<file path="config.mk">
export PLATFORM = sky130hd
export DESIGN_NAME = lmk61e2_config_seq
export DESIGN_NICKNAME = d
export VERILOG_FILES = /design/src/rtl/lmk61e2_config_seq.sv
export SDC_FILE = /design/constraint.sdc
export NUM_CORES = 1
export LEC_CHECK = 0
export BUFFER_PORTS_ARGS = -buffer_cell sky130_fd_sc_hd__buf_2
export CAP_MARGIN = 10
export CORE_UTILIZATION = 25
export DETAILED_ROUTE_END_ITERATION = 16
export GPL_TIMING_DRIVEN = 0
export PLACE_DENSITY = 0.43
export SYNTH_ARGS = -nofsm -noshare
export SYNTH_HDL_FRONTEND = slang
export SYNTH_SLANG_ARGS = --single-unit
</file>
<file path="constraint.sdc">
create_clock -name clk -period 1.85 [get_ports clk]
set_input_delay 0.0925 -clock clk [delete_from_list [all_inputs] [get_ports clk]]
set_output_delay 0.0925 -clock clk [all_outputs]
set_load 0.01 [all_outputs]
</file>
<file path="src/rtl/lmk61e2_config_seq.sv">
// Power-up/on-demand programming sequencer for the LMK61E2 synthesizer.
// Walks LUT entries 1..NUM_ENTRIES, issuing one I2C transfer per entry with NACK retries.
module lmk61e2_config_seq #(
   parameter int unsigned NUM_ENTRIES  = 2,
   parameter logic [6:0]  SLAVE_ADDR   = 7'h58,
   parameter logic [15:0] PWRUP_CYCLES = 16'd50000,
   parameter int unsigned MAX_RETRIES  = 2
) (
   input  logic       clk,
   input  logic       reset_n,
   input  logic       start,
   input  logic [7:0] divider_in,
   output logic [3:0] lut_index,
   output logic [7:0] lut_divider,
   input  logic       lut_rw,
   input  logic [7:0] lut_address,
   input  logic [7:0] lut_data,
   output logic       i2c_req,
   input  logic       i2c_ack,
   input  logic       i2c_done,
   input  logic       i2c_nack,
   output logic [6:0] i2c_slave_addr,
   output logic       i2c_rw,
   output logic [7:0] i2c_reg_addr,
   output logic [7:0] i2c_wdata,
   output logic       busy,
   output logic       done,
   output logic       error,
   output logic [3:0] err_index
);

   typedef enum logic [2:0] {PWRUP, IDLE, LOAD, REQ, WAIT, NEXT, FAIL} state_t;

   localparam logic [3:0] LAST_IDX = 4'(NUM_ENTRIES);
   localparam logic [3:0] MAX_RTY  = 4'(MAX_RETRIES);

   state_t      state_q, state_d;
   logic [15:0] cnt_q, cnt_d;
   logic [3:0]  idx_q, idx_d;
   logic [7:0]  div_q, div_d;
   logic [3:0]  rty_q, rty_d;
   logic        rw_q, rw_d;
   logic [7:0]  addr_q, addr_d;
   logic [7:0]  wdata_q, wdata_d;
   logic        done_q, done_d;
   logic        error_q, error_d;
   logic [3:0]  erri_q, erri_d;

   always_ff @(posedge clk or negedge reset_n) begin
      if (!reset_n) begin
         state_q <= PWRUP;
         cnt_q   <= '0;
         idx_q   <= '0;
         div_q   <= '0;
         rty_q   <= '0;
         rw_q    <= 1'b0;
         addr_q  <= '0;
         wdata_q <= '0;
         done_q  <= 1'b0;
         error_q <= 1'b0;
         erri_q  <= '0;
      end else begin
         state_q <= state_d;
         cnt_q   <= cnt_d;
         idx_q   <= idx_d;
         div_q   <= div_d;
         rty_q   <= rty_d;
         rw_q    <= rw_d;
         addr_q  <= addr_d;
         wdata_q <= wdata_d;
         done_q  <= done_d;
         error_q <= error_d;
         erri_q  <= erri_d;
      end
   end

   always_comb begin
      state_d = state_q;
      cnt_d   = cnt_q;
      idx_d   = idx_q;
      div_d   = div_q;
      rty_d   = rty_q;
      rw_d    = rw_q;
      addr_d  = addr_q;
      wdata_d = wdata_q;
      done_d  = done_q;
      error_d = error_q;
      erri_d  = erri_q;
      case (state_q)
         PWRUP: begin
            if (cnt_q == PWRUP_CYCLES - 16'd1) begin
               div_d   = divider_in;
               idx_d   = 4'd1;
               state_d = LOAD;
            end else begin
               cnt_d = cnt_q + 16'd1;
            end
         end
         IDLE: begin
            if (start) begin
               div_d   = divider_in;
               idx_d   = 4'd1;
               rty_d   = '0;
               done_d  = 1'b0;
               error_d = 1'b0;
               state_d = LOAD;
            end
         end
         LOAD: begin
            rw_d    = lut_rw;
            addr_d  = lut_address;
            wdata_d = lut_data;
            state_d = REQ;
         end
         REQ: begin
            if (i2c_ack) state_d = WAIT;
         end
         WAIT: begin
            if (i2c_done) begin
               if (!i2c_nack) begin
                  state_d = NEXT;
               end else if (rty_q < MAX_RTY) begin
                  rty_d   = rty_q + 4'd1;
                  state_d = REQ;
               end else begin
                  error_d = 1'b1;
                  erri_d  = idx_q;
                  state_d = FAIL;
               end
            end
         end
         NEXT: begin
            if (idx_q == LAST_IDX) begin
               done_d  = 1'b1;
               state_d = IDLE;
            end else begin
               idx_d   = idx_q + 4'd1;
               rty_d   = '0;
               state_d = LOAD;
            end
         end
         FAIL:    state_d = IDLE;
         default: state_d = IDLE;
      endcase
   end

   // Request is decoded from the registered state, so reset drops it asynchronously.
   assign i2c_req        = (state_q == REQ);
   assign busy           = (state_q != IDLE);
   assign lut_index      = idx_q;
   assign lut_divider    = div_q;
   assign i2c_slave_addr = SLAVE_ADDR;
   assign i2c_rw         = rw_q;
   assign i2c_reg_addr   = addr_q;
   assign i2c_wdata      = wdata_q;
   assign done           = done_q;
   assign error          = error_q;
   assign err_index      = erri_q;

endmodule

</file>
==> impl_metrics.json <==
{
  "drc": 0,
  "cts_sinks": 58,
  "setup_slack_ns": 0.0585,
  "synth_most_common_cell": "dfrtp_1",
  "htreeDepth": 3,
  "synthDistinctLibCells": 59,
  "setup.worst_path.end": "rty_q[0]$_DFFE_PN0P_",
  "grt_setup_unrepaired": "yes",
  "synth_largest_area_cell": "dfrtp_1",
  "synth_commonest_cells": "58 x dfrtp_1, 31 x mux2_2, 13 x nand2_1",
  "slew_viol_final": 0,
  "cp_cell_sequence": "ha_1, nor3b_2, a31o_2, a21oi_4, mux2_2",
  "rrSetupSlack_ns": 0.06,
  "register_area_mm2": 0.00145,
  "rows": 38,
  "grt_pass1_vias": 2154,
  "cp-end-kind": "flip-flop",
  "reg2reg_to": "rty_q[0]$_DFFE_PN0P_",
  "setup_violations": 0,
  "synthTopCellsByArea": "dfrtp_1 51%, mux2_2 12%, xnor2_1 3.7%, nand3_1 2.1%, buf_4 2.1%",
  "numCtsBuffers": 9,
  "path_class": "flip-flop to flip-flop",
  "wl_per_cell_um": 12.6,
  "ff2ff_path_depth": 5,
  "clkTransAtPathRegs_ns": 0.05,
  "grt_overflow_total": 0,
  "hold_path.class": "input pin to flip-flop",
  "synth_cells": 228,
  "vias": 2113,
  "powerDensity_mw_per_mm2": 793,
  "place.gp.congestion": 0.770,
  "io_buffers": 67,
  "cp_slowest_cell": "dfrtp_2",
  "synth_top_area_share_pct": 51.1,
  "grt_max_degree": 59,
  "cts_tree": "built",
  "period_needed_ns": 1.79,
  "arrival_ns": 2.00,
  "fillers": 1110,
  "drt_iter0_drc": 42,
  "synth_edf_count": 0,
  "fin_crit_sh_pct": 96.8,
  "cpPeakStageDelay_ns": 0.44,
  "ios": 75,
  "p_leak_uw": 0.00191,
  "avgViaCountPerCell": 4.37,
  "layout-drive-gt1-share_pct": 45.6,
  "antenna_found_initial": 0,
  "fmax_mhz": 558,
  "finalNetCount": 374,
  "cp-start-kind": "flip-flop",
  "drt_first_pass_iters": 3,
  "tightest_slew_ns": 0.766,
  "yosysWarnings": 0,
  "ant_nets": 0,
  "ys_async_sr_fraction_pct": 100,
  "cp_data_required_time_ns": 2.06,
  "gr-usage-all-layers_pct": 11.4,
  "cts_max_path_buffers": 2,
  "die_area_mm2": 0.0118,
  "coreArea_mm2": 0.0109,
  "hpwl_um": 3990,
  "r2r_start": "lut_index[1]$_DFFE_PN0P_",
  "slew_headroom_pct": 48.9,
  "fin_skew_ns": 0.00639,
  "synth_area_mm2": 0.00284,
  "area_growth_pct": 41.6,
  "syn_avg_cell_area_um2": 12.5,
  "hold_viol": 0,
  "pre_cts_slack_ns": -0.258,
  "outcome": "finished, final reports clean",
  "wl_um": 6120,
  "post-route-util_pct": 36.8,
  "fin_area_mm2": 0.00402,
  "post_dp_cell_area_mm2": 0.00337,
  "initial_utilization_pct": 26.0,
  "clkLatencyLatePin_ns": 0.33,
  "dieWidth_um": 109,
  "yosysSeqAreaShare_pct": 51.1,
  "die_h_um": 109,
  "num_antenna_cells": 0,
  "synth_flop_cell": "dfrtp_1",
  "grt_pass1_wl_um": 10300,
  "cts_root_buffer": "clkbuf_16",
  "maxCapViolCount": 0,
  "multi_input_area_mm2": 0.00134,
  "cp-startpoint": "lut_index[1]$_DFFE_PN0P_",
  "crit_fanout": 6,
  "ir_worst_vdd_mv": 0.367,
  "ys_seq_elements": 58
}
-- cells by family (layout without fill, tap and decap cells) --
kind of cell,after synthesis,after routing,share of synthesized area [%]
AO/OA/AOI/OAI,29,29,8.42
XOR/XNOR,15,15,4.89
adder cells (fa/ha/maj),4,4,1.76
buffers and inverters,21,132,4.41
flip-flops,58,58,51.1
multiplexers,34,34,13.5
other,2,7,0.265
AND/OR/NAND/NOR,65,65,15.6
-- power by group --
part           switching, uW  internal, uW  leakage (uW)
logic                   62.9          79.0       0.00101
clock network            589          1170      0.000151
registers               4.11          1280      0.000750
-- worst max-delay path: cells and delay by family, from the launching register on --
kind	cells	cell delay (ns)
compound gates	2	0.49
fa+ha+maj	1	0.20
flops	1	0.44
mux	1	0.34
simple gates	1	0.19
-- flip-flops by register name, indices dropped and copies added, names as in the netlist --
signal and cells:
done 1, state_q 3, err_index 4, lut_divider 8, i2c_wdata 8, cnt_q 16
i2c_reg_addr 8, lut_index 4, error 1, rty_q 4, i2c_rw 1
-- worst min path at each step --
stage	endpoint	cells past startpoint	slack (ns)	startpoint
2_1_floorplan	cnt_q[0]$_DFFE_PN0P_	0	-0.20	reset_n
3_3_place_gp	i2c_rw$_DFFE_PN0P_	2	0.33	lut_rw
3_5_place_dp	i2c_wdata[5]$_DFFE_PN0P_	1	0.22	reset_n
4_1_cts	i2c_wdata[0]$_DFFE_PN0P_	2	0.004	lut_data[0]
5_1_grt	i2c_wdata[5]$_DFFE_PN0P_	2	0.004	lut_data[5]
6_report	i2c_wdata[5]$_DFFE_PN0P_	2	0.01	lut_data[5]
-- metal layers --
layer | vias up | wire [um] | global-route usage [%]
met5 | - | 0 | 0
met4 | 0 | 55 | 3.47
met3 | 8 | 235 | 3.98
met2 | 38 | 3020 | 18.8
met1 | 1039 | 2800 | 14.0
li1 | 1028 | - | -
-- stage by stage --
stage,hold WS [ns],power [uW],std cells,setup TNS (ns)
4_1_cts,0.00361,3250,484,0
5_1_grt,0.00351,3330,484,-0.0871
6_report,0.0117,3190,484,0
3_5_place_dp,0.222,1410,440,-3.82
3_3_place_gp,0.327,1410,440,-4.08
2_1_floorplan,-0.203,1340,233,0
-- placed cells by master, fill, tap and decap left out, types with 7 or more instances in the layout --
cell | Yosys | final
dfrtp_1 | 58 | 57
nor2_1 | 7 | 7
dlygate4sd3_1 | 0 | 24
inv_1 | 8 | 8
xnor2_1 | 12 | 12
buf_2 | 1 | 67
buf_4 | 8 | 13
nand2_1 | 13 | 13
nand3_1 | 12 | 11
clkbuf_16 | 0 | 9
mux2_2 | 31 | 31
conb_1 | 2 | 7
-- layout make-up --
cell class,count,share of cell area [%]
Sequential cell,58,36.1
Multi-Input combinational cell,154,33.2
Timing Repair Buffer,95,15.1
Clock buffer,9,5.60
Tap cell,140,4.36
Clock inverter,7,2.33
Buffer,12,2.27
Inverter,9,0.934
-- timing repair --
action,CTS,global route
pin swaps,2,3
endpoints found under the hold margin,81,0
setup endpoints to repair,29,36
buffers inserted,4,0
gates resized for setup,6,7
cloned,0,0
hold buffers,24,0
(Power assumes the default switching activity.)
